==> src/rtl/mul_div_unit_pkg.sv <==
`default_nettype none
// ============================================================================
//  Module   : mul_div_unit_pkg
//  Brief    : SPECIAL funct encodings and FSM state type for the mul/div unit
//  Revision : 1.0 - initial release
// ============================================================================
package mul_div_unit_pkg;

    // SPECIAL funct codes handled by (or reading from) the mul/div unit
    localparam logic [5:0] FUN_MFHI  = 6'b010000;
    localparam logic [5:0] FUN_MTHI  = 6'b010001;
    localparam logic [5:0] FUN_MFLO  = 6'b010010;
    localparam logic [5:0] FUN_MTLO  = 6'b010011;
    localparam logic [5:0] FUN_MULT  = 6'b011000;
    localparam logic [5:0] FUN_MULTU = 6'b011001;
    localparam logic [5:0] FUN_DIV   = 6'b011010;
    localparam logic [5:0] FUN_DIVU  = 6'b011011;

    typedef enum logic [1:0] {
        MD_IDLE = 2'd0,
        MD_CALC = 2'd1,
        MD_FIX  = 2'd2
    } md_state_t;

    // True for the four ops that occupy the iterative datapath
    function automatic logic is_muldiv(input logic [5:0] f);
        return (f == FUN_MULT) || (f == FUN_MULTU) ||
               (f == FUN_DIV)  || (f == FUN_DIVU);
    endfunction

endpackage
`default_nettype wire

==> src/rtl/iter_divider.sv <==
`default_nettype none
// ============================================================================
//  Module   : iter_divider
//  Brief    : Unsigned restoring divider, one quotient bit per step
//  Revision : 1.0 - initial release
// ============================================================================
module iter_divider #(
    parameter int WIDTH = 32
) (
    input  logic             clk,
    input  logic             rst,
    input  logic             load,
    input  logic             step,
    input  logic [WIDTH-1:0] dividend,
    input  logic [WIDTH-1:0] divisor,
    output logic [WIDTH-1:0] quotient,
    output logic [WIDTH-1:0] remainder
);

    // The quotient register starts holding the dividend; its MSB is shifted
    // into the partial remainder each step while quotient bits enter the LSB.
    logic [WIDTH-1:0] r_quo;
    logic [WIDTH-1:0] r_rem;
    logic [WIDTH-1:0] r_dsr;
    logic [WIDTH:0]   w_shift;
    logic [WIDTH:0]   w_diff;

    assign w_shift = {r_rem, r_quo[WIDTH-1]};
    assign w_diff  = w_shift - {1'b0, r_dsr};

    // Load operands, then one trial subtraction per step (restore on borrow)
    always_ff @(posedge clk) begin
        if (rst) begin
            r_quo <= '0;
            r_rem <= '0;
            r_dsr <= '0;
        end else if (load) begin
            r_quo <= dividend;
            r_rem <= '0;
            r_dsr <= divisor;
        end else if (step) begin
            if (!w_diff[WIDTH]) begin
                r_rem <= w_diff[WIDTH-1:0];
                r_quo <= {r_quo[WIDTH-2:0], 1'b1};
            end else begin
                r_rem <= w_shift[WIDTH-1:0];
                r_quo <= {r_quo[WIDTH-2:0], 1'b0};
            end
        end
    end

    assign quotient  = r_quo;
    assign remainder = r_rem;

endmodule
`default_nettype wire

==> src/rtl/mul_div_unit.sv <==
`default_nettype none
// ============================================================================
//  Module   : mul_div_unit
//  Brief    : Iterative MULT/MULTU/DIV/DIVU with architectural HI/LO and
//             MTHI/MTLO writes; busy stalls dependent instructions upstream
//  Revision : 1.0 - initial release
// ============================================================================
module mul_div_unit
    import mul_div_unit_pkg::*;
#(
    parameter int WIDTH       = 32,   // even, >= 4
    parameter int MUL_RADIX_B = 1     // 1, 2 or 4; must divide WIDTH
) (
    input  logic             clk,
    input  logic             rst,
    input  logic             start,
    input  logic [5:0]       funct,
    input  logic [WIDTH-1:0] rs_val,
    input  logic [WIDTH-1:0] rt_val,
    input  logic             abort,
    output logic             busy,
    output logic             done,
    output logic [WIDTH-1:0] hi,
    output logic [WIDTH-1:0] lo
);

    localparam int              c_CW       = $clog2(WIDTH + 1);
    localparam logic [c_CW-1:0] c_MUL_LAST = c_CW'(WIDTH / MUL_RADIX_B - 1);
    localparam logic [c_CW-1:0] c_DIV_LAST = c_CW'(WIDTH - 1);
    localparam logic [c_CW-1:0] c_ONE      = c_CW'(1);

    md_state_t r_state, w_state_nxt;

    logic             w_accept;
    logic             w_commit;
    logic             w_idle_req;
    logic             w_mthi;
    logic             w_mtlo;
    logic             w_signed;
    logic             w_is_div;
    logic [WIDTH-1:0] w_mag_a;
    logic [WIDTH-1:0] w_mag_b;

    logic               r_is_div;
    logic               r_neg_res;
    logic               r_neg_rem;
    logic               r_dz;
    logic [WIDTH-1:0]   r_raw_a;
    logic [WIDTH-1:0]   r_mcand;
    logic [2*WIDTH-1:0] r_acc;
    logic [c_CW-1:0]    r_cnt;
    logic [WIDTH-1:0]   r_hi;
    logic [WIDTH-1:0]   r_lo;
    logic               r_done;

    logic [WIDTH+MUL_RADIX_B-1:0] w_pp;
    logic [WIDTH+MUL_RADIX_B-1:0] w_upper;
    logic [2*WIDTH-1:0]           w_acc_step;
    logic [WIDTH-1:0]             w_quo;
    logic [WIDTH-1:0]             w_rem;
    logic [2*WIDTH-1:0]           w_prod;
    logic [WIDTH-1:0]             w_res_hi;
    logic [WIDTH-1:0]             w_res_lo;

    // ------------------------------------------------------------------
    // Request decode; abort masks every kind of request, including MTHI/MTLO
    // ------------------------------------------------------------------
    assign w_idle_req = (r_state == MD_IDLE) && start && !abort;
    assign w_mthi     = w_idle_req && (funct == FUN_MTHI);
    assign w_mtlo     = w_idle_req && (funct == FUN_MTLO);
    assign w_signed   = (funct == FUN_MULT) || (funct == FUN_DIV);
    assign w_is_div   = (funct == FUN_DIV)  || (funct == FUN_DIVU);
    assign w_mag_a    = (w_signed && rs_val[WIDTH-1]) ? -rs_val : rs_val;
    assign w_mag_b    = (w_signed && rt_val[WIDTH-1]) ? -rt_val : rt_val;

    // FSM state register
    always_ff @(posedge clk) begin
        if (rst) begin
            r_state <= MD_IDLE;
        end else begin
            r_state <= w_state_nxt;
        end
    end

    // FSM next state, accept and commit strobes
    always_comb begin
        w_state_nxt = r_state;
        w_accept    = 1'b0;
        w_commit    = 1'b0;
        case (r_state)
            MD_IDLE: begin
                if (w_idle_req && is_muldiv(funct)) begin
                    w_accept    = 1'b1;
                    w_state_nxt = MD_CALC;
                end
            end
            MD_CALC: begin
                if (abort) begin
                    w_state_nxt = MD_IDLE;
                end else if (r_cnt == '0) begin
                    w_state_nxt = MD_FIX;
                end
            end
            MD_FIX: begin
                w_state_nxt = MD_IDLE;
                w_commit    = !abort;
            end
            default: begin
                w_state_nxt = MD_IDLE;
            end
        endcase
    end

    // ------------------------------------------------------------------
    // Shift-add multiplier: the low half of the accumulator holds the
    // remaining multiplier bits, consumed MUL_RADIX_B at a time from the LSB.
    // ------------------------------------------------------------------
    assign w_pp    = {{MUL_RADIX_B{1'b0}}, r_mcand} *
                     {{WIDTH{1'b0}}, r_acc[MUL_RADIX_B-1:0]};
    assign w_upper = {{MUL_RADIX_B{1'b0}}, r_acc[2*WIDTH-1:WIDTH]} + w_pp;

    generate
        if (MUL_RADIX_B == WIDTH) begin : g_step_full
            assign w_acc_step = w_upper;
        end else begin : g_step_part
            assign w_acc_step = {w_upper, r_acc[WIDTH-1:MUL_RADIX_B]};
        end
    endgenerate

    // Operand capture on accept, then iterate while in CALC
    always_ff @(posedge clk) begin
        if (rst) begin
            r_is_div  <= 1'b0;
            r_neg_res <= 1'b0;
            r_neg_rem <= 1'b0;
            r_dz      <= 1'b0;
            r_raw_a   <= '0;
            r_mcand   <= '0;
            r_acc     <= '0;
            r_cnt     <= '0;
        end else if (w_accept) begin
            r_is_div  <= w_is_div;
            r_neg_res <= w_signed && (rs_val[WIDTH-1] ^ rt_val[WIDTH-1]);
            r_neg_rem <= w_signed && rs_val[WIDTH-1];
            r_dz      <= (rt_val == '0);
            r_raw_a   <= rs_val;
            r_mcand   <= w_mag_a;
            r_acc     <= {{WIDTH{1'b0}}, w_mag_b};
            r_cnt     <= w_is_div ? c_DIV_LAST : c_MUL_LAST;
        end else if (r_state == MD_CALC) begin
            r_cnt <= r_cnt - c_ONE;
            if (!r_is_div) begin
                r_acc <= w_acc_step;
            end
        end
    end

    iter_divider #(
        .WIDTH     (WIDTH)
    ) u_div (
        .clk       (clk),
        .rst       (rst),
        .load      (w_accept && w_is_div),
        .step      ((r_state == MD_CALC) && r_is_div),
        .dividend  (w_mag_a),
        .divisor   (w_mag_b),
        .quotient  (w_quo),
        .remainder (w_rem)
    );

    // Sign fix-up and divide-by-zero result selection used in FIX
    always_comb begin
        w_prod   = r_neg_res ? -r_acc : r_acc;
        w_res_hi = w_prod[2*WIDTH-1:WIDTH];
        w_res_lo = w_prod[WIDTH-1:0];
        if (r_is_div) begin
            if (r_dz) begin
                w_res_hi = r_raw_a;
                w_res_lo = '1;
            end else begin
                w_res_hi = r_neg_rem ? -w_rem : w_rem;
                w_res_lo = r_neg_res ? -w_quo : w_quo;
            end
        end
    end

    // HI/LO registers: result commit from FIX, or direct moves while idle
    always_ff @(posedge clk) begin
        if (rst) begin
            r_hi <= '0;
            r_lo <= '0;
        end else if (w_commit) begin
            r_hi <= w_res_hi;
            r_lo <= w_res_lo;
        end else begin
            if (w_mthi) begin
                r_hi <= rs_val;
            end
            if (w_mtlo) begin
                r_lo <= rs_val;
            end
        end
    end

    // done pulses the cycle after HI/LO take a mul/div result
    always_ff @(posedge clk) begin
        if (rst) begin
            r_done <= 1'b0;
        end else begin
            r_done <= w_commit;
        end
    end

    assign busy = (r_state != MD_IDLE);
    assign done = r_done;
    assign hi   = r_hi;
    assign lo   = r_lo;

endmodule
`default_nettype wire

==> config.mk <==
export PLATFORM = sky130hd
export DESIGN_NAME = mul_div_unit
export DESIGN_NICKNAME = d
export VERILOG_FILES = /design/src/rtl/mul_div_unit_pkg.sv /design/src/rtl/iter_divider.sv /design/src/rtl/mul_div_unit.sv
export SDC_FILE = /design/constraint.sdc
export NUM_CORES = 1
export LEC_CHECK = 0
export BUFFER_PORTS_ARGS = -buffer_cell sky130_fd_sc_hd__buf_2
export CAP_MARGIN = 10
export CORE_MARGIN = 2
export CORE_UTILIZATION = 42
export CTS_CLUSTER_SIZE = 12
export DETAILED_ROUTE_END_ITERATION = 12
export HOLD_SLACK_MARGIN = 0.03
export SKIP_CTS_REPAIR_TIMING = 1
export SLEW_MARGIN = 20
export SYNTH_ARGS = -nofsm -noshare
export SYNTH_HDL_FRONTEND = slang
export SYNTH_HIERARCHICAL = 1
export SYNTH_SLANG_ARGS = --single-unit
==> constraint.sdc <==
create_clock -name clk -period 4.4 [get_ports clk]
set_clock_uncertainty 0.1 [all_clocks]
set_input_delay 0.22 -clock clk [delete_from_list [all_inputs] [get_ports clk]]
set_output_delay 0.22 -clock clk [all_outputs]
set_load 0.1 [all_outputs]
==> results.txt, run 1 <==
----------------------------------------------------
[Critical path]
  Crit start category ... flip-flop
  Critical path class ... flip-flop to flip-flop
  Critical path endpoint category ... flip-flop
  CP Data Required Time ... 4.75 ns
  Critical path data arrival time ... 4.27 ns
  Worst Path Max Fanout ... 24

[GRT]
  Initial antenna violation count ... 0
  First-pass GRT wire length ... 116000 um
  Number of global-route vias before repair ... 18800
  Global route overflow ... 0
  GRT Total Usage ... 0.302
  Pin count of the biggest net entering global routing ... 76

[Power and ir drop]
  Comb pwr share ... 0.083
  Power share of the clock group ... 0.513
  Switching part of the total ... 0.258
  Internal power ... 5.06 mW
  Final Total Pwr ... 6.82 mW
  Sequential group share of total power ... 0.403
  PD cells ... 292 mW/mm^2
  NetSw ... 1.76 mW
  Static Leakage ... 9.34 nW
  Worst vdd rail ir drop ... 0.222 mV

[Clock tree]
  Number of buffers created by CTS ... 38
  Clock tree from TritonCTS ... done
  Master cell of the clock root buffer ... sky130_fd_sc_hd__clkbuf_16
  Number of H-tree levels ... 2
  Worst-path clk slew ... 0.06 ns
  Clk buf depth ... 3
  Worst-Skew Late Latency ... 0.58 ns
  Clock Sink Count ... 300

[Floorplanning]
  Number of core rows ... 80
  Starting Density ... 0.425
  DIE AREA ... 0.0500 mm^2
  Die Y ... 224 um
  I/O pin count ... 140
  Area inside the core boundary ... 0.0476 mm^2
  X dimension of the die ... 224 um

[Status]
  Result of the run ... finished, violations left
  Violated checks ... negative hold slack

[Min path]
  Worst min path class ... primary input to flip-flop

[Finish]
  Synth-to-Final Area Change ... 15.3%
  Final-layout fill cell count ... 4772
  Antenna Diode Count ... 0
  Number of nets in the finished design ... 2902
  Fraction of layout cells with a size suffix above 1 ... 0.116
  Final Non-Filler Cells ... 3399

[Timing]
  Worst Tran Pin Value ... 0.956 ns
  Achievable clock frequency ... 255 MHz
  Setup tns final ... 0 ns
  Setup repair after global routing missed its margin ... no
  Final Hold Violating Endpoints ... 1
  Number of max-slew violations in the final report ... 0
  Final-report setup violation count ... 0
  Worst Hold Slack ... -0.0136 ns
  Final Critical Period ... 3.92 ns
  Max_slew headroom ... 0.362
  Period Utilization, post-route ... 0.890

[Route]
  Routed WL per cell ... 23.0 um
  Starting DRT DRC Count ... 2008
  Overall routed net length ... 78200 um
  Post-DRT Antenna Nets ... 0
  Average via count per standard cell ... 6.01
  Vias ... 20400
  Residual DRC count ... 0
  Drt pass-1 iters ... 5

[Yosys]
  Most common flop cell mapped by yosys ... sky130_fd_sc_hd__dfxtp_1
  Xor/xnor share of the synthesized area ... 0.101
  Number of register bits inferred by synthesis ... 300
  Area of the mapped netlist ... 0.0203 mm^2
  Post-Syn Nets ... 2804
  YS warnings ... 6
  Number of distinct library cells after synthesis ... 85
  Share of the yosys chip area belonging to registers ... 0.296
  Mux contribution to synthesized area ... 0.0703
  Post-Syn Instances ... 2658
  Share of flip-flops with an asynchronous set or reset after synthesis ... 0
  Count of flip-flops with a built-in enable after synthesis ... 0
  Adder and majority gate portion of the synthesized area ... 0.0452
  Post-synthesis compound-gate area fraction ... 0.224
  Mean instance size in the synthesized netlist ... 7.62 um^2
  Dominant combinational cell family by area after synthesis ... compound AO/OA/AOI/OAI gates
  Synthesized-area fraction occupied by and/or/nand/nor cells ... 0.215

[Place]
  Last weighted congestion value of the routability-driven placer ... 0.942
  Number of instances in the placed design ... 3285
  Count of buffers from port buffering ... 139
  Half-perimeter wire length after placement ... 57900 um

[Run]
  Total of max-cap violations ... 0

----------------------------------------------------
-- stage by stage --
stage	cell area [um^2]	hold slack, ns	util	setup WS [ns]
final	23400	-0.0136	0.490	0.482
after floorplan	20300	0.197	-	1.01
after detailed placement	21500	0.320	0.451	0.459
after global placement	21500	0.311	0.451	0.488
after CTS	22900	-0.296	0.480	0.454
after global routing	23400	0.0314	0.490	0.0953
-- final cells by class --
cell class	instances	area [um^2]	share of cell area
Sequential cell	300	6010	0.257
Multi-Input combinational cell	2111	13400	0.572
Timing Repair Buffer	237	1580	0.0676
Tap cell	615	769	0.0330
Clock buffer	48	1070	0.0458
Clock inverter	20	314	0.0134
Inverter	68	256	0.0110
-- metal layers --
metal	routed length [um]	track usage	part of all wire	vias up
met5	0	0	0	-
met4	4820	0.177	0.062	0
met3	4870	0.0357	0.062	169
met2	34300	0.469	0.44	797
met1	34200	0.403	0.44	9781
li1	-	-	-	9682
-- worst paths after layout --
kind                    from          to  slack (ns)  cells past startpoint
hold reg to reg   r_raw_a[2]  r_raw_a[2]        0.35                      2
setup reg to reg    r_acc[0]   r_acc[63]        0.48                     10
hold / removal    rt_val[20]   r_acc[20]       -0.01                      4
setup / recovery    r_acc[0]   r_acc[63]        0.48                     10
-- power groups by stage --
stage	registers (mW)	clock network [mW]	logic, mW
finish	2.75	3.50	0.568
global route	2.75	3.62	0.602
CTS	2.75	3.54	0.526
detailed placement	2.81	0	0.524
global placement	2.81	0	0.520
floorplan	2.81	0	0.300
-- critical path, cell delays in order, from the launching register on --
cell,delay (ns)
sky130_fd_sc_hd__dfxtp_1,0.87
sky130_fd_sc_hd__and2_1,0.24
sky130_fd_sc_hd__ha_1,0.29
sky130_fd_sc_hd__and2_1,0.21
sky130_fd_sc_hd__a311oi_1,0.48
sky130_fd_sc_hd__o211a_1,0.21
sky130_fd_sc_hd__o211ai_1,0.14
sky130_fd_sc_hd__a221oi_1,0.54
sky130_fd_sc_hd__o21ai_0,0.16
sky130_fd_sc_hd__a2111oi_0,0.46
sky130_fd_sc_hd__nor3_1,0.08
-- cells in the mapped netlist, types with 10 or more instances --
cell type                  count  area share
sky130_fd_sc_hd__dfxtp_1     300        0.30
sky130_fd_sc_hd__nor4_1       18      0.0056
sky130_fd_sc_hd__nand4_1      14      0.0043
sky130_fd_sc_hd__o21ai_0     156       0.039
sky130_fd_sc_hd__buf_1        26      0.0048
sky130_fd_sc_hd__a311oi_1     38       0.016
sky130_fd_sc_hd__o221ai_1     31       0.013
sky130_fd_sc_hd__a21oi_1     258       0.064
sky130_fd_sc_hd__nor3_1       70       0.017
sky130_fd_sc_hd__a31oi_1      17      0.0052
sky130_fd_sc_hd__o211ai_1     23      0.0085
sky130_fd_sc_hd__a211oi_1     16      0.0059
sky130_fd_sc_hd__xor2_1      101       0.044
sky130_fd_sc_hd__and2_1       49       0.015
sky130_fd_sc_hd__nand3_1      43       0.011
sky130_fd_sc_hd__o22ai_1      12      0.0037
sky130_fd_sc_hd__inv_1        67       0.012
sky130_fd_sc_hd__xnor2_1     131       0.057
sky130_fd_sc_hd__clkbuf_1    142       0.026
sky130_fd_sc_hd__mux2i_1     121       0.060
sky130_fd_sc_hd__o31ai_1      51       0.019
sky130_fd_sc_hd__nor2_1      293       0.054
sky130_fd_sc_hd__or3_1        23      0.0071
sky130_fd_sc_hd__o41ai_1      24       0.010
sky130_fd_sc_hd__mux2_2       19       0.011
sky130_fd_sc_hd__or4_1        17      0.0063
sky130_fd_sc_hd__o21ai_1      10      0.0025
sky130_fd_sc_hd__nand2b_1     19      0.0059
sky130_fd_sc_hd__ha_1         70       0.043
sky130_fd_sc_hd__nor2b_1      12      0.0037
sky130_fd_sc_hd__nand2_1     337       0.062
sky130_fd_sc_hd__a21o_1       21      0.0078
-- sequential cells by signal, indices dropped and copies added (netlist names) --
signal	flops
u_div/r_dsr	32
done	1
r_raw_a	32
r_mcand	31
r_neg_rem	1
u_div/remainder	32
r_neg_res	1
r_dz	1
r_state	2
r_is_div	1
r_acc	64
hi	32
r_cnt	6
lo	32
u_div/quotient	32
-- logic make-up after synthesis --
family / Yosys count
adders and majority gates: 72
buffers and inverters: 247
DFF: 300
xor gates and xnor gates: 233
and+or+nand+nor: 945
AOI/OAI and AO/OA: 721
muxes: 140
-- cell usage in the layout, fill, tap and decap left out, types with 10 or more instances in the layout --
master and instances:
sky130_fd_sc_hd__a211oi_1 16, sky130_fd_sc_hd__a21o_1 21, sky130_fd_sc_hd__a21oi_1 258, sky130_fd_sc_hd__a311oi_1 38, sky130_fd_sc_hd__a31oi_1 17, sky130_fd_sc_hd__and2_1 48, sky130_fd_sc_hd__buf_2 138, sky130_fd_sc_hd__buf_4 50
sky130_fd_sc_hd__clkbuf_16 39, sky130_fd_sc_hd__dfxtp_1 299, sky130_fd_sc_hd__dlygate4sd3_1 46, sky130_fd_sc_hd__ha_1 70, sky130_fd_sc_hd__inv_1 66, sky130_fd_sc_hd__mux2_2 19, sky130_fd_sc_hd__mux2i_1 121, sky130_fd_sc_hd__nand2_1 335
sky130_fd_sc_hd__nand2b_1 19, sky130_fd_sc_hd__nand3_1 43, sky130_fd_sc_hd__nand4_1 14, sky130_fd_sc_hd__nor2_1 290, sky130_fd_sc_hd__nor2b_1 12, sky130_fd_sc_hd__nor3_1 70, sky130_fd_sc_hd__nor4_1 18, sky130_fd_sc_hd__o211ai_1 23
sky130_fd_sc_hd__o21ai_0 156, sky130_fd_sc_hd__o21ai_1 10, sky130_fd_sc_hd__o221ai_1 31, sky130_fd_sc_hd__o22ai_1 12, sky130_fd_sc_hd__o31ai_1 51, sky130_fd_sc_hd__o41ai_1 24, sky130_fd_sc_hd__or3_1 23, sky130_fd_sc_hd__or4_1 17
sky130_fd_sc_hd__xnor2_1 131, sky130_fd_sc_hd__xor2_1 100
No activity file was read; power rests on OpenSTA's default activity.
==> run 2: changes to the inputs <==
BUFFER_PORTS_ARGS = not set   (was -buffer_cell sky130_fd_sc_hd__buf_2)
CELL_PAD_IN_SITES_DETAIL_PLACEMENT = 1   (was not set)
CELL_PAD_IN_SITES_GLOBAL_PLACEMENT = 1   (was not set)
DONT_BUFFER_PORTS = 1   (was not set)
PLACE_DENSITY_LB_ADDON = 0.1   (was not set)
==> run 2 against run 1 <==
Net effect: largest cell class unchanged; the flow still finishes with violations (negative hold slack); die area unchanged; highest routed layer is now met5; count of clock-buffer cells in the layout is 9 higher; first-iteration DRC count shrank 17%.
==> results.txt, run 2 (synthesized netlist as in run 1, its figures left out) <==
----------------------------------------------------
[Status]
  Result of the run ... finished, violations left
  Violated checks ... negative hold slack

[Clock tree]
  Clock Sink Count ... 300
  Worst-path clk slew ... 0.06 ns
  Worst-Skew Late Latency ... 0.57 ns
  Clk buf depth ... 3
  Number of buffers created by CTS ... 38
  Master cell of the clock root buffer ... sky130_fd_sc_hd__clkbuf_16
  Clock tree from TritonCTS ... done
  Number of H-tree levels ... 2

[Timing]
  Achievable clock frequency ... 254 MHz
  Final Critical Period ... 3.94 ns
  Worst Hold Slack ... -0.0256 ns
  Final-report setup violation count ... 0
  Worst Tran Pin Value ... 1.14 ns
  Final Hold Violating Endpoints ... 6
  Setup repair after global routing missed its margin ... no
  Period Utilization, post-route ... 0.895
  Setup tns final ... 0 ns
  Max_slew headroom ... 0.237
  Worst-case setup margin in the final layout ... 0.461 ns
  Number of max-slew violations in the final report ... 0

[GRT]
  Global route overflow ... 0
  Pin count of the biggest net entering global routing ... 211
  Number of global-route vias before repair ... 19600
  GRT Total Usage ... 0.318
  Initial antenna violation count ... 8
  First-pass GRT wire length ... 122000 um

[Route]
  Residual DRC count ... 0
  Routed WL per cell ... 26.2 um
  Starting DRT DRC Count ... 1665
  Average via count per standard cell ... 6.14
  Drt pass-1 iters ... 5
  Vias ... 20200
  Post-DRT Antenna Nets ... 0
  Overall routed net length ... 86200 um

[Critical path]
  Critical path class ... flip-flop to flip-flop
  Flop-to-flop setup slack ... 0.46 ns
  Critical path data arrival time ... 4.31 ns
  First element of the critical path ... r_acc[0]
  Crit start category ... flip-flop
  Reg2Reg Capture Point ... hi[28]
  Destination of the critical timing path ... hi[28]
  Cell depth of the worst flop-to-flop path ... 11
  CP Data Required Time ... 4.77 ns
  Critical path endpoint category ... flip-flop
  Worst Path Max Fanout ... 23
  Startpoint of the lowest-slack register-to-register path ... r_acc[0]

[Floorplanning]
  DIE AREA ... 0.0500 mm^2
  I/O pin count ... 140
  Starting Density ... 0.425
  X dimension of the die ... 224 um
  Die Y ... 224 um
  Number of core rows ... 80
  Area inside the core boundary ... 0.0476 mm^2

[Power and ir drop]
  Internal power ... 4.74 mW
  Comb pwr share ... 0.082
  Power share of the clock group ... 0.487
  PD cells ... 281 mW/mm^2
  Sequential group share of total power ... 0.431
  Worst vdd rail ir drop ... 0.284 mV
  Final Total Pwr ... 6.42 mW
  Static Leakage ... 8.74 nW
  NetSw ... 1.67 mW
  Switching part of the total ... 0.260

[Finish]
  Top register by number of flip-flops ... r_acc
  Most frequent cells in the layout ... sky130_fd_sc_hd__nand2_1, sky130_fd_sc_hd__dfxtp_1, sky130_fd_sc_hd__nor2_1, sky130_fd_sc_hd__a21oi_1, sky130_fd_sc_hd__o21ai_0
  Most common cell after layout, fill and taps aside ... sky130_fd_sc_hd__nand2_1
  Flip-flop count of the largest register after layout ... 64
  Fraction of layout cells with a size suffix above 1 ... 0.0646
  Number of nets in the finished design ... 2784
  Final Non-Filler Cells ... 3295
  Synth-to-Final Area Change ... 12.6%

[Place]
  Pre-CTS WS ... 0.567 ns
  Half-perimeter wire length after placement ... 61100 um
  Last weighted congestion value of the routability-driven placer ... 0.921
  Count of buffers from port buffering ... 0
  Number of instances in the placed design ... 3142

[Min path]
  Worst min path class ... primary input to flip-flop

[Run]
  Total of max-cap violations ... 0

----------------------------------------------------
## run 2: changes by cell type in the layout (fill, tap and decap cells not counted), sizes merged
cell and change:
buf -142, bufinv -6, clkbuf +9, clkinvlp -5
diode +16, dlygate4sd3 +24
## run 2: how the worst min path moves through the flow
stage                  endpoint  depth (start not counted)        from  slack, ns
floorplan            r_state[1]                          1       abort       0.20
global placement     r_state[1]                          1       abort       0.20
detailed placement   r_state[1]                          1       abort       0.20
CTS                  r_state[1]                          1       abort      -0.41
global route        r_mcand[27]                          4  rs_val[26]       0.03
finish               r_mcand[5]                          4   rs_val[4]      -0.03
## run 2: routing by layer
layer,global-route usage,routed length (um),up-vias
met5,0,31,-
met4,0.139,4660,4
met3,0.0581,5300,202
met2,0.529,40600,601
met1,0.402,35700,9986
li1,-,-,9441
## run 2: worst max-delay path: stages (launching register included)
cell                       delay [ns]
sky130_fd_sc_hd__dfxtp_1         0.56
sky130_fd_sc_hd__buf_4           0.32
sky130_fd_sc_hd__inv_1           0.07
sky130_fd_sc_hd__ha_1            0.18
sky130_fd_sc_hd__or3b_2          0.54
sky130_fd_sc_hd__nor4_1          0.60
sky130_fd_sc_hd__buf_4           0.27
sky130_fd_sc_hd__nand3_1         0.29
sky130_fd_sc_hd__o31ai_1         0.39
sky130_fd_sc_hd__xnor2_1         0.18
sky130_fd_sc_hd__o22ai_1         0.10
sky130_fd_sc_hd__a211oi_1        0.22
## run 2: final cells by class
| cell class | count | area (um^2) |
|---|---|---|
| multi-input combinational | 2111 | 13400 |
| sequential | 300 | 6010 |
| clock inverter | 9 | 92.6 |
| inverter | 68 | 256 |
| timing repair buffer | 119 | 1150 |
| antenna | 16 | 40.0 |
| clock buffer | 57 | 1130 |
| fill | 5789 | 24800 |
| tap | 615 | 769 |
## run 2: power groups by stage
stage	logic, mW	registers [mW]	clock network [mW]
final	0.526	2.76	3.13
after floorplan	0.300	2.81	0
after global routing	0.552	2.76	3.28
after CTS	0.370	2.76	3.18
after global placement	0.361	2.82	0
after detailed placement	0.368	2.82	0
## run 2: metrics by stage
| step | cell area [um^2] | util |
|---|---|---|
| after detailed placement | 20800 | 0.437 |
| after floorplan | 20300 | - |
| after CTS | 22000 | 0.463 |
| after global routing | 22800 | 0.478 |
| final | 22800 | 0.479 |
| after global placement | 20800 | 0.437 |
